## src/rtl/arm_mem_pkg.sv

```systemverilog
// rtl/arm_mem_pkg.sv - shared types and constants for the SRAM data-memory controller
package arm_mem_pkg;

  typedef enum logic [1:0] {
    IDLE = 2'd0,
    LO   = 2'd1,
    HI   = 2'd2,
    DONE = 2'd3
  } state_t;

  localparam logic [31:0] SRAM_BASE_ADDR = 32'd1024;
  localparam int          SRAM_DW        = 16;

endpackage

```

## src/rtl/sram_wait_counter.sv

```systemverilog
// rtl/sram_wait_counter.sv - per-halfword wait-state counter; last flags the final held cycle
module sram_wait_counter #(
  parameter int WAIT_CYCLES = 2
) (
  input  logic       clk,
  input  logic       rst,
  input  logic       clr,
  input  logic       en,
  output logic [3:0] count,
  output logic       last
);

  localparam logic [3:0] LAST_CNT = 4'(WAIT_CYCLES - 1);

  always_ff @(posedge clk or posedge rst) begin
    if (rst)
      count <= 4'd0;
    else if (clr)
      count <= 4'd0;
    else if (en)
      count <= count + 4'd1;
  end

  assign last = (count == LAST_CNT);

endmodule

```

## src/rtl/sram_controller.sv

```systemverilog
// rtl/sram_controller.sv - 32-bit word requests over a 16-bit async SRAM, two halfwords per word
// Optional one-entry read buffer enabled by SRAM_READ_CACHE_EN.
import arm_mem_pkg::*;

module sram_controller #(
  parameter int          WAIT_CYCLES = 2,
  parameter logic [31:0] BASE_ADDR   = SRAM_BASE_ADDR,
  parameter int          SRAM_ADDR_W = 18
) (
  input  logic                   clk,
  input  logic                   rst,
  input  logic                   rd_en,
  input  logic                   wr_en,
  input  logic [31:0]            address,
  input  logic [31:0]            write_data,
  output logic [31:0]            read_data,
  output logic                   ready,
  output logic [SRAM_ADDR_W-1:0] sram_addr,
  output logic [SRAM_DW-1:0]     sram_dq_out,
  input  logic [SRAM_DW-1:0]     sram_dq_in,
  output logic                   sram_dq_oe,
  output logic                   sram_we_n,
  output logic                   sram_oe_n
);

  localparam int         IW           = SRAM_ADDR_W - 1;
  localparam logic [3:0] LAST_CNT     = 4'(WAIT_CYCLES - 1);
  localparam bit         FIRST_STROBE = (LAST_CNT != 4'd0);

  state_t          state;
  logic            is_wr;
  logic [IW-1:0]   word_idx;
  logic [31:0]     wdata;
  logic [3:0]      count;
  logic            last;
  logic            hit;
  logic            next_strobe;
  logic [IW-1:0]   idx_in;

  assign idx_in      = IW'((address - BASE_ADDR) >> 2);
  // Write strobe drops on the last held cycle so the address outlives we_n.
  assign next_strobe = ((count + 4'd1) != LAST_CNT);

  sram_wait_counter #(.WAIT_CYCLES(WAIT_CYCLES)) u_wait (
    .clk   (clk),
    .rst   (rst),
    .clr   ((state == IDLE) || last),
    .en    ((state == LO) || (state == HI)),
    .count (count),
    .last  (last)
  );

`ifdef SRAM_READ_CACHE_EN
  logic          cache_valid;
  logic [IW-1:0] cache_tag;
  logic [31:0]   cache_data;

  assign hit = cache_valid && (cache_tag == idx_in);

  always_ff @(posedge clk or posedge rst) begin
    if (rst) begin
      cache_valid <= 1'b0;
      cache_tag   <= '0;
      cache_data  <= '0;
    end else if ((state == IDLE) && wr_en && hit) begin
      cache_data <= write_data;
    end else if ((state == HI) && last && !is_wr) begin
      cache_valid <= 1'b1;
      cache_tag   <= word_idx;
      cache_data  <= {sram_dq_in, read_data[15:0]};
    end
  end
`else
  assign hit = 1'b0;
`endif

  assign ready = (state == DONE) || ((state == IDLE) && !wr_en && (!rd_en || hit));

  always_ff @(posedge clk or posedge rst) begin
    if (rst) begin
      state       <= IDLE;
      is_wr       <= 1'b0;
      word_idx    <= '0;
      wdata       <= '0;
      read_data   <= '0;
      sram_addr   <= '0;
      sram_dq_out <= '0;
      sram_dq_oe  <= 1'b0;
      sram_we_n   <= 1'b1;
      sram_oe_n   <= 1'b1;
    end else begin
      case (state)
        IDLE: begin
          if (wr_en || (rd_en && !hit)) begin
            state       <= LO;
            is_wr       <= wr_en;
            word_idx    <= idx_in;
            wdata       <= write_data;
            sram_addr   <= {idx_in, 1'b0};
            sram_dq_out <= write_data[15:0];
            sram_dq_oe  <= wr_en && FIRST_STROBE;
            sram_we_n   <= !(wr_en && FIRST_STROBE);
            sram_oe_n   <= wr_en;
          end
`ifdef SRAM_READ_CACHE_EN
          else if (rd_en) begin
            read_data <= cache_data;
          end
`endif
        end
        LO: begin
          if (last) begin
            state <= HI;
            if (!is_wr)
              read_data[15:0] <= sram_dq_in;
            sram_addr   <= {word_idx, 1'b1};
            sram_dq_out <= wdata[31:16];
            sram_dq_oe  <= is_wr && FIRST_STROBE;
            sram_we_n   <= !(is_wr && FIRST_STROBE);
          end else begin
            sram_dq_oe <= is_wr && next_strobe;
            sram_we_n  <= !(is_wr && next_strobe);
          end
        end
        HI: begin
          if (last) begin
            state <= DONE;
            if (!is_wr)
              read_data[31:16] <= sram_dq_in;
            sram_dq_oe <= 1'b0;
            sram_we_n  <= 1'b1;
            sram_oe_n  <= 1'b1;
          end else begin
            sram_dq_oe <= is_wr && next_strobe;
            sram_we_n  <= !(is_wr && next_strobe);
          end
        end
        DONE: state <= IDLE;
        default: state <= IDLE;
      endcase
    end
  end

endmodule
```

## config.mk

```make
export PLATFORM = sky130hd
export DESIGN_NAME = sram_controller
export DESIGN_NICKNAME = d
export VERILOG_FILES = /design/src/rtl/arm_mem_pkg.sv /design/src/rtl/sram_wait_counter.sv /design/src/rtl/sram_controller.sv
export SDC_FILE = /design/constraint.sdc
export NUM_CORES = 1
export LEC_CHECK = 0
export BUFFER_PORTS_ARGS = -buffer_cell sky130_fd_sc_hd__buf_2
export CORE_MARGIN = 8
export CORE_UTILIZATION = 25
export DETAILED_ROUTE_END_ITERATION = 8
export PLACE_DENSITY = 0.5
export SYNTH_ARGS = -nofsm -noshare
export SYNTH_HDL_FRONTEND = slang
export SYNTH_HIERARCHICAL = 1
export SYNTH_SLANG_ARGS = --single-unit
export TNS_END_PERCENT = 50
```

## constraint.sdc

```tcl
create_clock -name clk -period 3.35 [get_ports clk]
set_input_delay 0.335 -clock clk [delete_from_list [all_inputs] [get_ports clk]]
set_output_delay 0.335 -clock clk [all_outputs]
set_load 0.01 [all_outputs]
```

==> results.txt, run 1 <==
* Post-layout util: 0.3253
- In this run, synthesis produced a sequential element count of roughly 110.
* Worst rel slew slack: 0.4135
* Clock buffers created by TritonCTS: 9
* Number of buffers added on ports: between 100 and 150
- Worst IR Drop VDD: 0.3234 mV
- Following the worst setup path forward leads to its endpoint at read_data[0].
* Number of buffers inserted for hold repair after clock tree synthesis: 1
- Count of routing violations after the opening detailed-route iteration: 98
- Fill cells in the final layout number 1,935.
- The die covers 0.02380 mm^2.
* Reg clk slew, reported paths: around 0.080 ns
- For this run, the leading register cell type out of synthesis is sky130_fd_sc_hd__dfrtp_1.
- Maximum operating frequency: between 400 and 500 MHz
- Minimum clock period: ~2.5 ns
- The via count of the first global-routing pass is 3,684.
* Maximum root-to-sink buffer count: 2
- Entering global routing, the biggest net connects 68 pins.
- Along the worst path, the maximum fanout reaches between 40 and 50.
* Clock tree from TritonCTS: yes
- In this run the power density over the cells is 1009 mW/mm^2.
- Number of nets with antenna violations after detailed routing: 0
* Hold Violations, Final: 0
- Status: finished clean
* Final-report max-slew violation count: 0
* Total core area: 0.01877 mm^2
- Detailed-route vias per instance: ~4.5
- Proportion of layout cells with a drive suffix above 1: 0.4244
- For the final routed database, the setup TNS stands at 0 ns.
* Final #Nets: 628
- The analysis attributes to cell leakage a power of between 0.002 and 0.003 uW.
- Max Cap Viol: 0
- Clock latency on the worst-skew pair, taken at its later pin, is between 0.3 and 0.4 ns.
* DPL Wire Length: ~9100 um
* Relative area change from synthesis to final layout: 27.69%
* Number of top-level design ports: about 150
- CP Launch Type: flip-flop
* Number of antenna violations at the first check in global routing: 1
* Wire length of the first global-routing pass: approximately 20,000 um
- Type of destination of the critical path: flip-flop
- The first detailed-routing pass took 5 iterations.
* Chip width: 154.3 um
- Setup repair after global routing left no endpoint under its margin.
- Synthesis produced a netlist with a net count of 491.
- CTS placed an instance of sky130_fd_sc_hd__clkbuf_16 at the clock tree root.
- Measured slew at the worst slew-check pin: between 0.8 and 0.9 ns
- In this run the critical register-to-register path is captured at read_data[0].
* Startpoint of the worst setup timing path: state[1]
- Initial Util: 0.2547
- Number of enable-type register cells in the synthesized netlist: 0
- Syn Inst Count: 400
* Total of warnings raised by yosys: 6
- A synthesized cell averages around 12 um^2.
- Across all hold checks on the routed design, the worst slack comes to 0.2132 ns.
* Share of the cycle needed by the critical path after routing: 0.7443
* Total number of vias: 3,459
- In the routed design, unresolved DRC markers number 0.
- Post-Route WL: 12,350 um
- At the worst endpoint, the required time is between 3 and 4 ns.
- For flop-to-flop paths, the worst setup slack is roughly 0.86 ns.
- In the global route stage, overall resource usage came out at 0.1059.
- Setup violations remaining at the end of the flow were counted as 0.
* Sum of overflow across all layers after global routing: 0
* Clock Skew: roughly 0.011 ns
* Sequential area share after synthesis: 0.5711
- # rows: 50
- The worst register-to-register path begins at state[1].
- Post-cts resize count: 0
* Routability congestion estimate: roughly 0.74
* Number of sinks driven by the clock tree: 109
- Number of H-tree levels: 3
- The critical path in this run is classified as reg2reg.
- Area of the mapped netlist: 0.004781 mm^2
* Die Ht: between 150 and 200 um
- Setup fix buffers added after clock tree synthesis: 0
* Worst min-delay path category: in2reg
* Worst r2r path cells: 5
- Counting distinct cell types in the post-synthesis netlist gives 43.
- Data arrives at the worst endpoint at around 2.7 ns.
- Async S/R FF share, synth: 1.000
* Wirelength per Cell: between 15 and 20 um
-- worst max-delay path, stage by stage (launching register included) --
cell,delay [ns]
sky130_fd_sc_hd__dfrtp_1,0.41
sky130_fd_sc_hd__inv_1,0.09
sky130_fd_sc_hd__ha_2,0.19
sky130_fd_sc_hd__buf_4,0.53
sky130_fd_sc_hd__nand2_1,0.65
sky130_fd_sc_hd__mux2_2,0.47
-- synth_stat cells, types with 4 or more instances --
master / count / area [um^2]
sky130_fd_sc_hd__o21ai_1: 5 / 25.02
sky130_fd_sc_hd__dfrtp_1: 107 / 2678
sky130_fd_sc_hd__inv_1: 9 / 33.78
sky130_fd_sc_hd__nand2b_1: 5 / 31.28
sky130_fd_sc_hd__nor2b_1: 5 / 31.28
sky130_fd_sc_hd__nor2_1: 22 / 82.58
sky130_fd_sc_hd__o21ai_0: 36 / 180.2
sky130_fd_sc_hd__clkbuf_1: 5 / 18.77
sky130_fd_sc_hd__xnor2_1: 6 / 52.55
sky130_fd_sc_hd__nand2_1: 46 / 172.7
sky130_fd_sc_hd__buf_2: 8 / 40.04
sky130_fd_sc_hd__ha_1: 7 / 87.58
sky130_fd_sc_hd__mux2_2: 57 / 641.9
sky130_fd_sc_hd__mux2i_1: 26 / 260.3
sky130_fd_sc_hd__a21oi_1: 8 / 40.04
sky130_fd_sc_hd__nor3b_1: 4 / 30.03
-- routing by layer --
metal	vias to the layer above	track usage	share of wire
met3	9	0.04402	0.082
met2	97	0.1721	0.49
li1	1668	-	-
met4	0	0.03453	0.0095
met5	-	0	0
met1	1685	0.1246	0.42
-- how the worst min path moves through the flow --
stage,start,endpoint,slack (ns),depth (start not counted)
after floorplan,rst,u_wait/count[0],0.10,1
after global placement,rst,u_wait/count[2],0.25,2
after detailed placement,rst,u_wait/count[2],0.26,2
after CTS,write_data[17],wdata[17],0.19,2
after global routing,write_data[18],wdata[18],0.19,2
final,write_data[17],wdata[17],0.21,2
-- stage by stage --
| step | setup WS (ns) | std cells | total power, uW | instance area [um^2] |
|---|---|---|---|---|
| CTS | 0.7685 | 776 | 6293 | 6102 |
| finish | 0.8568 | 777 | 6160 | 6105 |
| global route | 0.5990 | 777 | 6658 | 6105 |
| global placement | 0.8250 | 759 | 4920 | 5747 |
| floorplan | 0.2578 | 400 | 4084 | 4781 |
| detailed placement | 0.7925 | 759 | 5029 | 5747 |
-- sequential cells by signal (all words and copies together) (netlist names) --
| name | flops |
|---|---|
| sram_we_n | 1 |
| read_data | 32 |
| sram_addr | 18 |
| sram_dq_out | 16 |
| wdata | 16 |
| is_wr | 1 |
| word_idx | 17 |
| sram_oe_n | 1 |
| u_wait/count | 4 |
| sram_dq_oe | 1 |
| state | 2 |
-- layout by cell type (no fill, tap or decap), drive strengths merged, types with 2 or more instances in the layout --
| master | count |
|---|---|
| nor3 | 3 |
| nand3 | 3 |
| a21oi | 8 |
| mux2 | 58 |
| bufinv | 3 |
| xnor2 | 6 |
| inv | 11 |
| nand2 | 46 |
| a31oi | 3 |
| ha | 7 |
| clkbuf | 9 |
| nor4 | 3 |
| nor3b | 5 |
| buf | 144 |
| mux2i | 26 |
| o21ai | 41 |
| nor2 | 22 |
| nand2b | 5 |
| dfstp | 2 |
| o211ai | 2 |
| nor2b | 5 |
| xor2 | 2 |
| or2 | 2 |
| nand4 | 2 |
| dfrtp | 107 |
| a22oi | 3 |
-- logic make-up after synthesis --
| logic type | synth area share |
|---|---|
| DFF | 0.5711 |
| muxes | 0.1918 |
| buffers and inverters | 0.02905 |
| xor gates and xnor gates | 0.01466 |
| adders and majority gates | 0.01832 |
| and+or+nand+nor | 0.1010 |
| AOI/OAI and AO/OA | 0.07406 |
-- layout make-up --
| cell class | count | area, um^2 | share of cell area |
|---|---|---|---|
| diodes | 1 | 2.502 | 0.0004099 |
| clock buffers | 9 | 225.2 | 0.03689 |
| clock inverters | 7 | 120.1 | 0.01968 |
| inverters | 9 | 36.28 | 0.005944 |
| multi-input cells | 263 | 1927 | 0.3156 |
| flip-flops and latches | 109 | 2730 | 0.4472 |
| well taps | 234 | 292.8 | 0.04796 |
| repair buffers | 145 | 770.7 | 0.1263 |
-- power by group --
group / internal [uW] / total, uW / switching, uW
registers: 1990 / 2330 / 336
clock network: 735 / 1230 / 496
logic: 1190 / 2600 / 1410
Power figures use the tool's default switching activity.
==> run 2: changes to the inputs <==
- PLACE_DENSITY: 0.5 -> 0.52
- clock period: 3.35 -> 2.1 ns (I/O delays scaled with it)
==> run 2 against run 1 <==
Against the previous run:
- global-route usage shrank 0.29 points
- flip-flop and latch count stayed put
- via count rose by 1.5%
- combinational power increased by 69%
- die area unchanged
- setup slack worse by 0.78 ns
==> results.txt, run 2 (synthesis gave the netlist of run 1 again) <==
- 1st-pass router iterations: 4 (-1)
* Highest cell delay on the worst timing path: 0.42 ns (-0.23 ns)
* Flop2flop setup slack: 0.11 ns (-0.75 ns)
* Global router's overall resource usage: 0.1030 (-0.002861)
- The worst setup path is launched from a flip-flop.
- The worst-case vdd ir drop was 0.5278 mV (+63%).
* Slowest cell on the critical path: sky130_fd_sc_hd__dfrtp_1
- Maximum root-to-sink buffer count: 2 (unchanged)
- The full die area was 0.02380 mm^2 (unchanged).
* Hold Violations, Final: 0 (unchanged)
- TritonCTS built the clock tree.
* Worst Hold Depth: 2 (unchanged)
- Via count of the first global-routing pass: 3,769 (+2.3%)
- Leading cell type in the layout, fill and taps excluded: sky130_fd_sc_hd__buf_2
- Type of destination of the critical path: output pin
* Number of buffers added on ports: 138 (unchanged)
- The count of nets left with antenna violations after detail routing came to 0 (unchanged).
- The wire length of the first global-routing pass is 19,690 um (-1.7%).
- The post-route non-filler standard cell count was 791 (+1.8%).
- Clock buffers created by TritonCTS: 9 (unchanged)
- The area growth from synthesis to layout is 30.04%.
- Number of placed instances with taps included: 771 (+1.6%)
- The flip-flop count of the largest register after layout is 32 (unchanged).
- Worst setup path class: reg2out
- DPL Wire Length: 8960 um (-1.6%)
- Final-report max-slew violation count: 0 (unchanged)
- The placer congestion estimate was 0.7639 (+3.6%).
- Maximum number of pins on one net before global-route repair: 61 (-10%)
* Total core area: 0.01877 mm^2 (unchanged)
- Post-layout instance area: 0.006217 mm^2 (+1.8%)
- The effective utilization at floorplan is 0.2547 (unchanged).
- Maximum operating frequency: 493.5 MHz
- For the finished layout, the period the worst path requires is approximately 2.0 ns.
- The number of cells on the worst reg-to-reg path is 8 (+3).
* Worst hold path endpoint: wdata[18]
* Post-detailed-placement cell area: 0.005851 mm^2 (+1.8%)
- Clock latency reported for the late side of the worst-skew pair: 0.35 ns (about the same)
* Number of sinks driven by the clock tree: 109 (unchanged)
* Wirelength per Cell: 15.17 um (-4.6%)
- The number of antenna violations at the first check in global routing came to 1 (unchanged).
* Cell family contributing the most delay on the critical path: simple AND/OR/NAND/NOR gates
- Worst rel slew slack: 0.6124 (+0.1989)
* Biggest regs: read_data x32, sram_addr x18, word_idx x17
- The root buffer cell chosen for the clock tree is sky130_fd_sc_hd__clkbuf_16.
- The leakage power figure came to 0.002901 uW (+2.2%).
- Sum of overflow across all layers after global routing: 0 (unchanged)
- The worst slack on hold paths came to 0.09016 ns (-0.1231 ns).
* Die Ht: 154.3 um (unchanged)
- The min-delay analysis places its worst path in the category in2reg.
- The highest fanout seen on the critical path was 9 (-80%).
- The number of antenna diodes was 0 (-1).
* Max Cap Viol: 0 (unchanged)
- The cell area power density is 1592 mW/mm^2 (+58%).
- The number of DRC violations after detailed routing came to 0 (unchanged).
- The total number of vias is 3,511 (+1.5%).
* Post-Route WL: 12,000 um (-2.9%)
* Total of endpoints with negative setup slack in the final report: 0 (unchanged)
- Commonest cells after routing, fill and taps aside: sky130_fd_sc_hd__buf_2 (138), sky130_fd_sc_hd__dfrtp_1 (107), sky130_fd_sc_hd__mux2_2 (57)
- Buffers and inverters on the worst path: 3 (+1)
- Worst EP arrival: 1.82 ns (-0.90 ns)
- # rows: 50 (unchanged)
* Startpoint of the worst setup timing path: state[1]
- The post-route total power came to 9896 uW (+61%).
* Critical Path RT: 1.89 ns (-1.68 ns)
- The number of levels in the clock H-tree was 3 (unchanged).
- Proportion of layout cells with a drive suffix above 1: 0.4417 (+0.01730)
* Cells traversed along the worst timing path: inv_2 -> ha_2 -> buf_6 -> or3b_4 -> nand2b_4 -> buf_2
* Share of the cycle needed by the critical path after routing: 0.9649
- In this run the critical register-to-register path is launched from state[1].
* Number of top-level design ports: 154 (unchanged)
* Register ranked first by flip-flop count: read_data
- The DRC violation total after the first TritonRoute iteration is 142 (+45%).
- The startpoint identified for the worst hold timing path is write_data[18].
- The transition time at the pin with the least slew margin came to 0.5814 ns (-0.2983 ns).
* Status: finished clean
- Post-layout util: 0.3313 (+0.006000)
- Clock Skew: 0.009699 ns (-0.001186 ns)
- Final #Nets: 643 (+2.4%)
- The via density per instance is 4.439 (-0.29%).
* RR Endpoint: sram_addr[16]
- The overall die width is 154.3 um (unchanged).
* Reg clk slew, reported paths: 0.07 ns (about the same)
run 2: cell types whose count changed in the layout (fill, tap and decap cells not counted), sizes merged:
cell | previous run | this run
diode | 1 | 0
clkinvlp | 1 | 2
clkbuf | 9 | 12
buf | 144 | 159
bufinv | 3 | 2
inv | 11 | 8
run 2: stage by stage:
stage               setup WS, ns  setup TNS [ns]
finish                   0.07380               0
CTS                      0.02728               0
detailed placement      -0.04436         -0.3081
floorplan               -0.04348         -0.4917
global route           -0.002978       -0.002978
global placement         0.01799               0
run 2: where the power goes:
group	internal, uW	switching [uW]	leakage (uW)
logic	2100	2300	0.00145
registers	3180	527	0.00131
clock network	1050	748	0.000147
run 2: timing repair:
item | in CTS | in global routing
buffers inserted | 0 | 3
hold buffers | 1 | 0
setup endpoints to repair | 26 | 25
pin swaps | 0 | 1
gates resized for setup | 6 | 1
hold endpoints to repair | 62 | 0
run 2: how the worst max path moves through the flow:
stage / end / slack, ns / cells after the start
2_1_floorplan: sram_addr[10] / -0.04 / 10
3_3_place_gp: sram_addr[12] / 0.02 / 8
3_5_place_dp: sram_dq_out[7] / -0.04 / 8
4_1_cts: ready / 0.03 / 6
5_1_grt: ready / -0.003 / 6
6_report: ready / 0.07 / 6
run 2: layout make-up:
class	count	area [um^2]
clock inverter	4	72.57
tap	234	292.8
fill	1944	12550
inverter	9	37.54
sequential	109	2730
timing repair buffer	160	899.6
multi-input combinational	263	1948
clock buffer	12	236.5
run 2: metal layers:
layer,GRT usage,routed length (um),up-vias
met5,0,13,-
met4,0.03966,163,2
met1,0.1212,5147,1707
met2,0.1624,5616,99
met3,0.04597,1058,14
li1,-,-,1689
run 2: worst reg2reg max path: cells and delay by family (launching register included):
| kind | cells | cell delay (ns) |
|---|---|---|
| AOI/OAI and AO/OA | 2 | 0.24 |
| adders and majority gates | 1 | 0.19 |
| buffers and inverters | 3 | 0.37 |
| DFF | 1 | 0.42 |
| and+or+nand+nor | 2 | 0.63 |
==> run 3: changes to the inputs <==
--- a/config.mk
+++ b/config.mk
@@ -10,5 +10,5 @@
 export CORE_UTILIZATION = 25
 export DETAILED_ROUTE_END_ITERATION = 8
-export PLACE_DENSITY = 0.52
+export PLACE_DENSITY = 0.5
 export SYNTH_ARGS = -nofsm -noshare
 export SYNTH_HDL_FRONTEND = slang
==> constraint.sdc (replaced) <==
create_clock -name clk -period 2.2 [get_ports clk]
set_input_delay 0.11 -clock clk [delete_from_list [all_inputs] [get_ports clk]]
set_output_delay 0.11 -clock clk [all_outputs]
set_load 0.01 [all_outputs]
==> run 3 against run 2 <==
Against the previous run:
- worst hold slack lost 0.072 ns
- register-to-register slack gained 0.05 ns
- core utilization grew 2.0 points
- largest power group unchanged
- critical path type is now reg2reg
- flip-flop and latch count is the same
- wire length grew 6.7%
- highest routed layer is now met4
- largest cell class unchanged
- combinational power shrank 4.5%
- total power shrank 2.7%
==> results.txt, run 3 (synthesis gave the netlist of run 1 again) <==
* Status: finished clean
* Hold Violations, Final: 0 (unchanged)
* Cells traversed along the worst timing path: inv_1 -> ha_1 -> nor3b_4 -> or3_2 -> buf_4 -> o21ai_0
- Chip width: 154.3 um (unchanged)
- Relative area change from synthesis to final layout: 37.82%
- Number of H-tree levels: 3 (unchanged)
- Die Ht: 154.3 um (unchanged)
- The data arrival time of the critical path came to 2.30 ns (+0.48 ns).
* Detailed-route vias per instance: 4.373 (-1.5%)
- Post-layout instance area: 0.006589 mm^2 (+6.0%)
- Leaving out fill and tap cells, the most frequent cells in the layout are sky130_fd_sc_hd__buf_2 (138), sky130_fd_sc_hd__dfrtp_1 (107), sky130_fd_sc_hd__mux2_2 (57).
* Count of routing violations after the opening detailed-route iteration: 111 (-22%)
* DPL Wire Length: 9507 um (+6.1%)
- Number of sinks driven by the clock tree: 109 (unchanged)
- Wire length of the first global-routing pass: 20,820 um (+5.8%)
- The placer congestion estimate is 0.7926 (+3.8%).
- The placed instance count was 771 (unchanged).
* Flip-flop count of the largest register, all copies and words added: 32 (unchanged)
* 1st-pass router iterations: 6 (+2)
* Number of nets with antenna violations after detailed routing: 0 (unchanged)
- Remaining routing DRC violations: 0 (unchanged)
* Leading cell type in the layout, fill and taps excluded: sky130_fd_sc_hd__buf_2
- Proportion of layout cells with a drive suffix above 1: 0.4126 (-0.02909)
* Total negative slack: 0 ns (unchanged)
- Startpoint of the lowest-slack register-to-register path: state[0]
- CP Launch Type: flip-flop
* Total power: 9633 uW (-2.7%)
* Number of top-level design ports: 154 (unchanged)
* Setup fix buffers added after clock tree synthesis: 0 (unchanged)
* Total of endpoints with negative setup slack in the final report: 0 (unchanged)
- The clock slew at the register clock pins of the worst setup and hold paths came to 0.07 ns (about the same).
- Initial Util: 0.2547 (unchanged)
- Total die area: 0.02380 mm^2 (unchanged)
* Worst hold path endpoint: read_data[25]
- The number of nets in the final layout is 675 (+5.0%).
* Total inserted antenna cells: 0 (unchanged)
- Subtracting the final worst setup slack from the clock period gives around 2.0 ns.
- Register ranked first by flip-flop count: read_data
* Maximum operating frequency: roughly 500 MHz
- The number of inserted filler cells in the final layout is 1,917 (-1.4%).
- Post-detailed-placement cell area: 0.005876 mm^2 (+0.43%)
- RR Endpoint: sram_addr[7]
- The placeable core area was 0.01877 mm^2 (unchanged).
- Maximum number of pins on one net before global-route repair: 37 (-39%)
- The worst setup path is captured at a flip-flop.
* Worst r2r path cells: 6 (-2)
- Biggest regs: read_data x32, sram_addr x18, word_idx x17
- The count of pins over their slew limit is 0 (unchanged).
* Via count of the first global-routing pass: 3,997 (+6.0%)
* Wirelength per Cell: 15.56 um (+2.6%)
* Worst setup path class: reg2reg
* Sum of overflow across all layers after global routing: 0 (unchanged)
* Measured slew at the worst slew-check pin: 0.7215 ns (+0.1400 ns)
- Number of antenna violations at the first check in global routing: 0 (-1)
- The worst hold path begins at sram_dq_in[9].
- The worst relative slew slack was 0.5180 (-0.09435).
- The leakage power figure is 0.003064 uW (+5.6%).
* Clock Skew: 0.009507 ns (-0.0001922 ns)
* Worst Hold Depth: 2 (unchanged)
- Total number of vias: 3,599 (+2.5%)
- CP max FO: 20 (+11)
* CTS Root Cell: sky130_fd_sc_hd__clkbuf_16
- The data required time at the worst endpoint is 2.46 ns (+0.57 ns).
- The count of buffers inserted at the top-level ports came to 138 (unchanged).
- The wire length reported by the detailed router came to 12,810 um (+6.7%).
- Post-route worst hold slack: 0.01824 ns (-0.07193 ns)
- The internal reg-to-reg setup slack is 0.16 ns (+0.05 ns).
- In this run the worst hold path is classified as in2reg.
- Share of the cycle needed by the critical path after routing: 0.9291
- The number of buffers on the longest clock path was 2 (unchanged).
- Among all stages on the critical path, the largest delay is contributed by sky130_fd_sc_hd__or3_2.
- The max-capacitance violation count came to 0 (unchanged).
- The clock insertion delay at the later pin of the skew report came to 0.35 ns (about the same).
- Final non-filler cell total: 823 (+4.0%)
- Ratio of total power to cell area: 1462 mW/mm^2 (-8.2%)
- The total clock buffers created by CTS was 9 (unchanged).
- # rows: 50 (unchanged)
- The longest individual stage delay on the worst path is 0.58 ns (+0.16 ns).
- Worst IR Drop VDD: 0.5303 mV (+0.46%)
- The total routing resource utilization after global routing was 0.1102 (+0.007198).
* Setup repair after global routing missed its margin: false
- TritonCTS built the clock tree.
==> run 3: where the power goes <==
part	switching [uW]	internal [uW]	total [uW]
clock network	742	1140	1890
registers	512	3030	3540
logic	2220	1980	4200
total	3480	6160	9630
==> run 3: final cells by class <==
type,instances,area (um^2),area share
flip-flops and latches,109,2730,0.4144
well taps,234,292.8,0.04444
repair buffers,192,1249,0.1895
clock buffers,10,239.0,0.03627
inverters,9,37.54,0.005697
multi-input cells,263,1932,0.2932
clock inverters,6,108.9,0.01652
==> run 3: worst max-delay path by stage <==
stage | from | to | cells after the start
CTS | u_wait/count[1] | sram_addr[3] | 7
detailed placement | u_wait/count[1] | sram_addr[3] | 7
finish | state[0] | sram_addr[7] | 6
floorplan | u_wait/count[1] | sram_addr[10] | 10
global route | state[0] | sram_addr[7] | 7
global placement | u_wait/count[1] | sram_dq_out[13] | 8
==> run 3: critical path, delay by kind of cell (launching register included) <==
| family | cells | cell delay (ns) |
|---|---|---|
| AOI/OAI and AO/OA | 1 | 0.20 |
| adders and majority gates | 1 | 0.25 |
| buffers and inverters | 2 | 0.33 |
| DFF | 1 | 0.41 |
| and+or+nand+nor | 2 | 0.76 |
==> run 3: stage by stage <==
stage	setup slack (ns)	utilization
after floorplan	0.05652	-
after global placement	0.1293	0.3131
after detailed placement	0.05635	0.3131
after CTS	0.03899	0.3508
after global routing	0.02003	0.3511
final	0.1561	0.3511
==> run 3: repair_timing <==
item | in CTS | in global routing
resized for setup | 0 | 3
hold buffers | 36 | 0
endpoints found under the hold margin | 74 | 0
endpoints found under the setup margin | 0 | 27
==> run 3: layer usage <==
layer,GRT usage,part of all wire,vias up
li1,-,-,1748
met1,0.1247,0.43,1746
met2,0.1906,0.49,91
met3,0.03594,0.065,14
met4,0.04060,0.015,0
met5,0,0,-
